**src/rtl/addsub_pipe.sv**
```systemverilog
// addsub_pipe: pipelined fixed-point adder/subtractor.
//
// Both operands are aligned to a common signed format and added or subtracted
// at full precision. The result is then quantised by truncation or
// round-half-up and fitted to the output format by wrapping or saturating.
// A valid bit travels alongside each sample. LATENCY (1..3) selects where the
// pipeline registers sit:
//   1: add -> quantise -> format -> [out]
//   2: add -> [reg] -> quantise -> format -> [out]
//   3: add -> [reg] -> quantise -> [reg] -> format -> [out]
//
// Optional build macro: ADDSUB_OVF_COUNT_EN. When it is defined, the block
// contains a 16-bit saturating count of presented overflow samples. When it is
// not defined, ovf_count is tied to zero.
module addsub_pipe #(
  parameter int N_BITS_A              = 8,
  parameter int BIN_PT_A              = 4,
  parameter int SIGNED_A              = 1,
  parameter int N_BITS_B              = 8,
  parameter int BIN_PT_B              = 6,
  parameter int SIGNED_B              = 1,
  parameter int N_BITS_OUT            = 8,
  parameter int BIN_PT_OUT            = 4,
  parameter int SIGNED_OUT            = 1,
  parameter int OVERFLOW_STRATEGY     = 1,
  parameter int QUANTIZATION_STRATEGY = 1,
  parameter int LATENCY               = 2
) (
  input  logic                  clk,
  input  logic                  rst,
  input  logic                  en,
  input  logic                  in_valid,
  input  logic                  subtract,
  input  logic [N_BITS_A-1:0]   a,
  input  logic [N_BITS_B-1:0]   b,
  output logic [N_BITS_OUT-1:0] sum_out,
  output logic                  out_valid,
  output logic                  overflow,
  output logic [15:0]           ovf_count
);

  // Whole bits of each operand, including sign. An unsigned operand gets one
  // extra zero bit so that it stays non-negative once it is treated as signed.
  localparam int IA  = N_BITS_A - BIN_PT_A + ((SIGNED_A != 0) ? 0 : 1);
  localparam int IB  = N_BITS_B - BIN_PT_B + ((SIGNED_B != 0) ? 0 : 1);
  localparam int W   = (IA > IB) ? IA : IB;
  localparam int F   = (BIN_PT_A > BIN_PT_B) ? BIN_PT_A : BIN_PT_B;
  // One spare bit so that the add or subtract cannot overflow.
  localparam int FW  = W + F + 1;
  localparam int SHA = F - BIN_PT_A;
  localparam int SHB = F - BIN_PT_B;

  // Quantisation geometry. D > 0 drops LSBs. D <= 0 pads zero LSBs.
  localparam int D   = F - BIN_PT_OUT;
  localparam int PAD = (D < 0) ? -D : 0;
  localparam int SH  = (D > 0) ? D : 0;
  localparam int RSH = (D > 1) ? D - 1 : 0;

  // The quantised width has room for the rounding carry and any LSB padding.
  // It also has room for the output range limits plus a sign bit.
  localparam int QW0 = FW + 1 + PAD;
  localparam int QW  = (QW0 > N_BITS_OUT + 2) ? QW0 : N_BITS_OUT + 2;

  localparam logic signed [QW-1:0] HALF = (D > 0) ? (QW'(1) << RSH) : '0;
  localparam logic signed [QW-1:0] OUT_MAX = (SIGNED_OUT != 0) ?
      ((QW'(1) << (N_BITS_OUT - 1)) - QW'(1)) :
      ((QW'(1) << N_BITS_OUT) - QW'(1));
  localparam logic signed [QW-1:0] OUT_MIN = (SIGNED_OUT != 0) ?
      (~((QW'(1) << (N_BITS_OUT - 1)) - QW'(1))) : '0;

  // ---------------------------------------------------------------------------
  // Alignment and full-precision add/subtract
  // ---------------------------------------------------------------------------
  logic signed [FW-1:0] a_ext;
  logic signed [FW-1:0] b_ext;
  logic signed [FW-1:0] a_al;
  logic signed [FW-1:0] b_al;
  logic signed [FW-1:0] sum_d;
  logic                 add_vld_d;

  // Extend each operand by its own signedness, shift it to F fractional bits,
  // then combine the two.
  always_comb begin
    if (SIGNED_A != 0) a_ext = FW'($signed(a));
    else               a_ext = FW'($unsigned(a));
    if (SIGNED_B != 0) b_ext = FW'($signed(b));
    else               b_ext = FW'($unsigned(b));
    a_al      = a_ext <<< SHA;
    b_al      = b_ext <<< SHB;
    sum_d     = subtract ? (a_al - b_al) : (a_al + b_al);
    add_vld_d = in_valid;
  end

  // Full-precision sum, after the optional add-stage register.
  logic signed [FW-1:0] sum_s;
  logic                 sum_vld_s;

  generate
    if (LATENCY >= 2) begin : g_add_reg
      logic signed [FW-1:0] sum_q;
      logic                 add_vld_q;

      // Register the full-precision sum together with its valid bit.
      always_ff @(posedge clk) begin
        if (rst) begin
          sum_q     <= '0;
          add_vld_q <= 1'b0;
        end else if (en) begin
          sum_q     <= sum_d;
          add_vld_q <= add_vld_d;
        end
      end

      assign sum_s     = sum_q;
      assign sum_vld_s = add_vld_q;
    end else begin : g_add_pass
      assign sum_s     = sum_d;
      assign sum_vld_s = add_vld_d;
    end
  endgenerate

  // ---------------------------------------------------------------------------
  // Quantisation
  // ---------------------------------------------------------------------------
  logic signed [QW-1:0] quant_wide;
  logic signed [QW-1:0] quant_d;
  logic                 quant_vld_d;

  // Bring the sum to output LSBs. The arithmetic right shift gives floor
  // toward minus infinity. Rounding first adds half an output LSB, and the
  // extra width keeps that carry from wrapping.
  always_comb begin
    quant_wide = QW'(sum_s);
    if (D <= 0) begin
      quant_d = quant_wide <<< PAD;
    end else if (QUANTIZATION_STRATEGY != 0) begin
      quant_d = (quant_wide + HALF) >>> SH;
    end else begin
      quant_d = quant_wide >>> SH;
    end
    quant_vld_d = sum_vld_s;
  end

  // Quantised value, after the optional quantise-stage register.
  logic signed [QW-1:0] quant_s;
  logic                 quant_vld_s;

  generate
    if (LATENCY >= 3) begin : g_quant_reg
      logic signed [QW-1:0] quant_q;
      logic                 quant_vld_q;

      // Register the quantised value together with its valid bit.
      always_ff @(posedge clk) begin
        if (rst) begin
          quant_q     <= '0;
          quant_vld_q <= 1'b0;
        end else if (en) begin
          quant_q     <= quant_d;
          quant_vld_q <= quant_vld_d;
        end
      end

      assign quant_s     = quant_q;
      assign quant_vld_s = quant_vld_q;
    end else begin : g_quant_pass
      assign quant_s     = quant_d;
      assign quant_vld_s = quant_vld_d;
    end
  endgenerate

  // ---------------------------------------------------------------------------
  // Range check, wrap/saturate, output register
  // ---------------------------------------------------------------------------
  logic [N_BITS_OUT-1:0] sum_out_d;
  logic                  overflow_d;
  logic                  out_valid_d;

  // Flag values outside the output range. Wrap keeps the low bits. Saturate
  // clamps to the nearest limit. The flag is suppressed for bubbles.
  always_comb begin
    sum_out_d   = quant_s[N_BITS_OUT-1:0];
    overflow_d  = 1'b0;
    out_valid_d = quant_vld_s;
    if (quant_s > OUT_MAX) begin
      overflow_d = 1'b1;
      if (OVERFLOW_STRATEGY != 0) sum_out_d = OUT_MAX[N_BITS_OUT-1:0];
    end else if (quant_s < OUT_MIN) begin
      overflow_d = 1'b1;
      if (OVERFLOW_STRATEGY != 0) sum_out_d = OUT_MIN[N_BITS_OUT-1:0];
    end
    if (!quant_vld_s) overflow_d = 1'b0;
  end

  logic [N_BITS_OUT-1:0] sum_out_q;
  logic                  overflow_q;
  logic                  out_valid_q;

  // Output register. Every stage freezes while en is low. Reset clears the
  // stage whether or not en is high.
  always_ff @(posedge clk) begin
    if (rst) begin
      sum_out_q   <= '0;
      overflow_q  <= 1'b0;
      out_valid_q <= 1'b0;
    end else if (en) begin
      sum_out_q   <= sum_out_d;
      overflow_q  <= overflow_d;
      out_valid_q <= out_valid_d;
    end
  end

  assign sum_out   = sum_out_q;
  assign overflow  = overflow_q;
  assign out_valid = out_valid_q;

  // ---------------------------------------------------------------------------
  // Optional overflow event counter
  // ---------------------------------------------------------------------------
`ifdef ADDSUB_OVF_COUNT_EN
  logic [15:0] ovf_count_q;
  logic [15:0] ovf_count_d;

  // Count one event for each enabled cycle that presents an overflowing
  // sample. The count sticks at all ones.
  always_comb begin
    ovf_count_d = ovf_count_q;
    if (en && out_valid_q && overflow_q && (ovf_count_q != 16'hFFFF)) begin
      ovf_count_d = ovf_count_q + 16'd1;
    end
  end

  // Counter register, cleared by reset.
  always_ff @(posedge clk) begin
    if (rst) ovf_count_q <= '0;
    else     ovf_count_q <= ovf_count_d;
  end

  assign ovf_count = ovf_count_q;
`else
  assign ovf_count = '0;
`endif

endmodule

```
**config.mk**
```make
export PLATFORM = sky130hd
export DESIGN_NAME = addsub_pipe
export DESIGN_NICKNAME = d
export VERILOG_FILES = /design/src/rtl/addsub_pipe.sv
export SDC_FILE = /design/constraint.sdc
export NUM_CORES = 1
export LEC_CHECK = 0
export CAP_MARGIN = 0
export CELL_PAD_IN_SITES_DETAIL_PLACEMENT = 1
export CELL_PAD_IN_SITES_GLOBAL_PLACEMENT = 1
export CORE_UTILIZATION = 33
export CTS_CLUSTER_SIZE = 24
export DETAILED_ROUTE_END_ITERATION = 8
export GPL_ROUTABILITY_DRIVEN = 0
export HOLD_SLACK_MARGIN = 0.15
export PLACE_DENSITY_LB_ADDON = 0.1
export SLEW_MARGIN = 25
export SYNTH_ARGS = -nofsm -noshare
export SYNTH_HDL_FRONTEND = slang
export SYNTH_SLANG_ARGS = --single-unit
```
**constraint.sdc**
```tcl
create_clock -name clk -period 1.65 [get_ports clk]
set_input_delay 0.165 -clock clk [delete_from_list [all_inputs] [get_ports clk]]
set_output_delay 0.165 -clock clk [all_outputs]
set_load 0.02 [all_outputs]
```
==> metrics.yaml <==
worst_setup_path:
  start_kind: "primary input"
  cp_num_buf_inv: 3
  critical_path_peak_fanout: 3
  required_ns: 1.82
  crit_path_end_kind: "flop"
  max_stage_delay_ns: 0.42
  rr_worst_depth: 6
  slowest_stage: "a221o_2"
  r2r-end: "sum_out[1]"
  r2r_slack_ns: 0.08
  crit_type: "in -> reg"
  r2r_start: "g_add_reg.sum_q[2]"
  crit_arrival_ns: 1.84
  crit_chain: "buf_8 > ha_4 > buf_6 > a21o_4 > a221o_2 > buf_4 > o21ai_2 > o21ai_1 > a311oi_2"
  cp_top_family: "compound AO/OA/AOI/OAI gates"
hold_path:
  worstHoldStart: "b[1]"
  hold_path.class: "in -> reg"
  whs_path_depth: 4
  whs_endpoint: "g_add_reg.sum_q[1]"
clock_network:
  cts_tree: "built"
  cts_buffers: 3
  clockRootBuffer: "clkbuf_8"
  clk_pin_slew_ns: 0.08
  clockBufferDepth: 2
  worstSkewPairLatency_ns: 0.25
  htree_levels: 1
  cts.sinks: 21
yosys:
  synth-async-reset-ratio_pct: 0
  synth_area_leader_cell: "dfxtp_1"
  synth_area_leaders: "dfxtp_1 (22%), ha_1 (12%), buf_4 (6.9%), nor2_1 (5.2%), a21oi_1 (4.4%)"
  synth-edff-count: 0
  ys_ff_latch: 21
  synthCells: 239
  synthFlopType: "dfxtp_1"
  avgSynthCellArea_sq_um: 8.17
  synth_top_area_share_pct: 21.5
  synth_cell_type_count: 58
  yosys_warnings: 0
  synth-seq-area-share_pct: 21.5
  syn_area_sq_um: 1950
finish:
  n_antenna_cell: 0
  instances_no_fill: 389
  finish.net_count: 358
  drive_gt1_share_pct: 39.7
  syn2layout_area_growth_pct: 51.2
  fillerInstances: 692
placed_design:
  portBuffers: 30
  place_ws_ns: -0.726
  dp_cells: 379
  post-dp-hpwl_mm: 3.95
sta:
  setup_viol: 1
  slew_violations: 0
  fmax_mhz: 598
  rsz0062_at_grt: "yes"
  post-route-min-period_ns: 1.67
  whs_ns: 0.379
  skew_ns: 0.00338
  finalHoldViolCount: 0
  setup_ws_ns: -0.0210
  period_share_pct: 101
detailed_routing:
  first_pass_iters: 4
  drcViolationCount: 0
  wl_per_cell_um: 13.6
  vias_per_cell: 5.00
  route.met2.wl_mm: 2.65
  dr.first_iter.drc_count: 34
  wl_met3_um: 105
  maxUsedRoutingLayer: "met4"
  m1WireLength_mm: 2.52
  ant_nets: 0
  wl_mm: 5.30
  vias: 1944
floorplanning:
  fp.dieH_um: 78.9
  dieArea_sq_um: 6230
  io_pins: 47
  die_width_um: 78.9
  num_rows: 27
  initial_core_util_pct: 34.8
  coreArea_sq_um: 5610
global_route:
  grt_pass1_wl_mm: 8.73
  grt_pass1_vias: 1866
  antenna_found_initial: 0
  grt_overflow: 0
  track_usage_pct: 17.1
  grt_max_degree: 22
run:
  max-cap-violations: 0
run_status:
  violations: "negative setup slack"
  outcome: "finished with violations"
pwr:
  totalPowerFinal_mw: 1.76
  power_density_nw_per_um2: 596
  p_leak_nw: 1.24
  ir_worst_vdd_v: 0.000352
[cell usage in the layout (no fill, tap or decap), types with 6 or more instances in the layout]
cell / count
buf_4: 48
inv_2: 6
ha_1: 6
nand3_1: 7
clkbuf_2: 6
a211oi_1: 8
nand2_1: 9
xnor2_1: 8
ha_4: 9
dfxtp_1: 19
mux2i_1: 6
inv_1: 7
a21oi_1: 15
clkdlybuf4s50_1: 14
conb_1: 16
nor2_1: 26
[cells in the mapped netlist, types with 2 or more instances]
master	n
nor2_1	27
dfxtp_1	21
buf_4	18
ha_1	18
a21oi_1	17
inv_1	14
a211oi_1	10
nand2_1	9
o21ai_0	9
xnor2_1	9
nand3_1	8
mux2i_1	6
nor3_1	6
nand2b_1	5
clkbuf_8	4
nor2b_1	4
or3_1	4
a311oi_1	2
and3_1	2
nor3b_1	2
o211ai_1	2
o21a_1	2
o21ai_1	2
o221ai_1	2
o311ai_0	2
o311ai_1	2
[area by class of cell]
class	instances	area, sq um	area share, %
tap	72	90.1	3.05
clock buffer	4	45.0	1.53
timing repair buffer	85	713	24.2
sequential	21	425	14.4
inverter	14	55.1	1.86
multi-input combinational	193	1620	55.0
[worst min-delay path, cell delays in order]
cell and delay, ns:
clkbuf_2 0.09, buf_4 0.14, mux2i_1 0.12, a211oi_1 0.08
[how the worst max path moves through the flow]
stage / startpoint / to / slack (ns) / depth (start not counted)
floorplan: a[0] / g_add_reg.sum_q[8] / -0.003 / 8
global placement: a[0] / g_add_reg.sum_q[7] / -0.63 / 8
detailed placement: b[2] / g_add_reg.sum_q[8] / -0.73 / 9
CTS: a[0] / g_add_reg.sum_q[7] / -0.09 / 8
global route: b[6] / g_add_reg.sum_q[7] / -0.11 / 8
finish: a[0] / g_add_reg.sum_q[8] / -0.02 / 9
[report_power, final]
group / leakage (nW) / internal [mW] / total [mW] / switching (mW)
sequential: 0.174 / 0.550 / 0.589 / 0.0383
combinational: 1.05 / 0.430 / 0.837 / 0.407
clock: 0.0228 / 0.172 / 0.335 / 0.163
[cells by family (layout without fill, tap and decap cells)]
| kind of cell | after synthesis | in the layout | synth area share, % |
|---|---|---|---|
| AND/OR/NAND/NOR | 75 | 75 | 19.4 |
| AO/OA/AOI/OAI | 67 | 67 | 25.1 |
| buffers and inverters | 40 | 103 | 13.6 |
| flip-flops | 21 | 21 | 21.5 |
| adder cells (fa/ha/maj) | 19 | 19 | 12.6 |
| XOR/XNOR | 10 | 10 | 4.48 |
| multiplexers | 6 | 6 | 3.08 |
| other | 1 | 16 | 0.192 |
[metrics by stage]
step	TNS (ns)	cell area (sq um)	util (%)
2_1_floorplan	-0.00329	2060	-
3_3_place_gp	-3.67	2620	46.7
3_5_place_dp	-4.08	2620	46.7
4_1_cts	-0.0921	2830	50.5
5_1_grt	-0.494	2950	52.7
6_report	-0.0210	2950	52.7
[state kept, by name, indices dropped and copies added, names as in the netlist]
register             count
g_add_reg.sum_q         10
sum_out                  8
g_add_reg.add_vld_q      1
out_valid                1
overflow                 1
[per-layer routing]
layer	vias up	GRT usage, %
met2	26	31.7
met3	2	1.38
met4	0	2.73
met1	929	21.8
met5	-	0
li1	987	-
[timing repair]
action,4_1_cts,5_1_grt
setup endpoints to repair,7,13
resized for setup,71,42
endpoints found under the hold margin,0,0
pin swaps,26,36
buffers inserted,5,4
hold buffers,0,0
(Power assumes the default switching activity.)
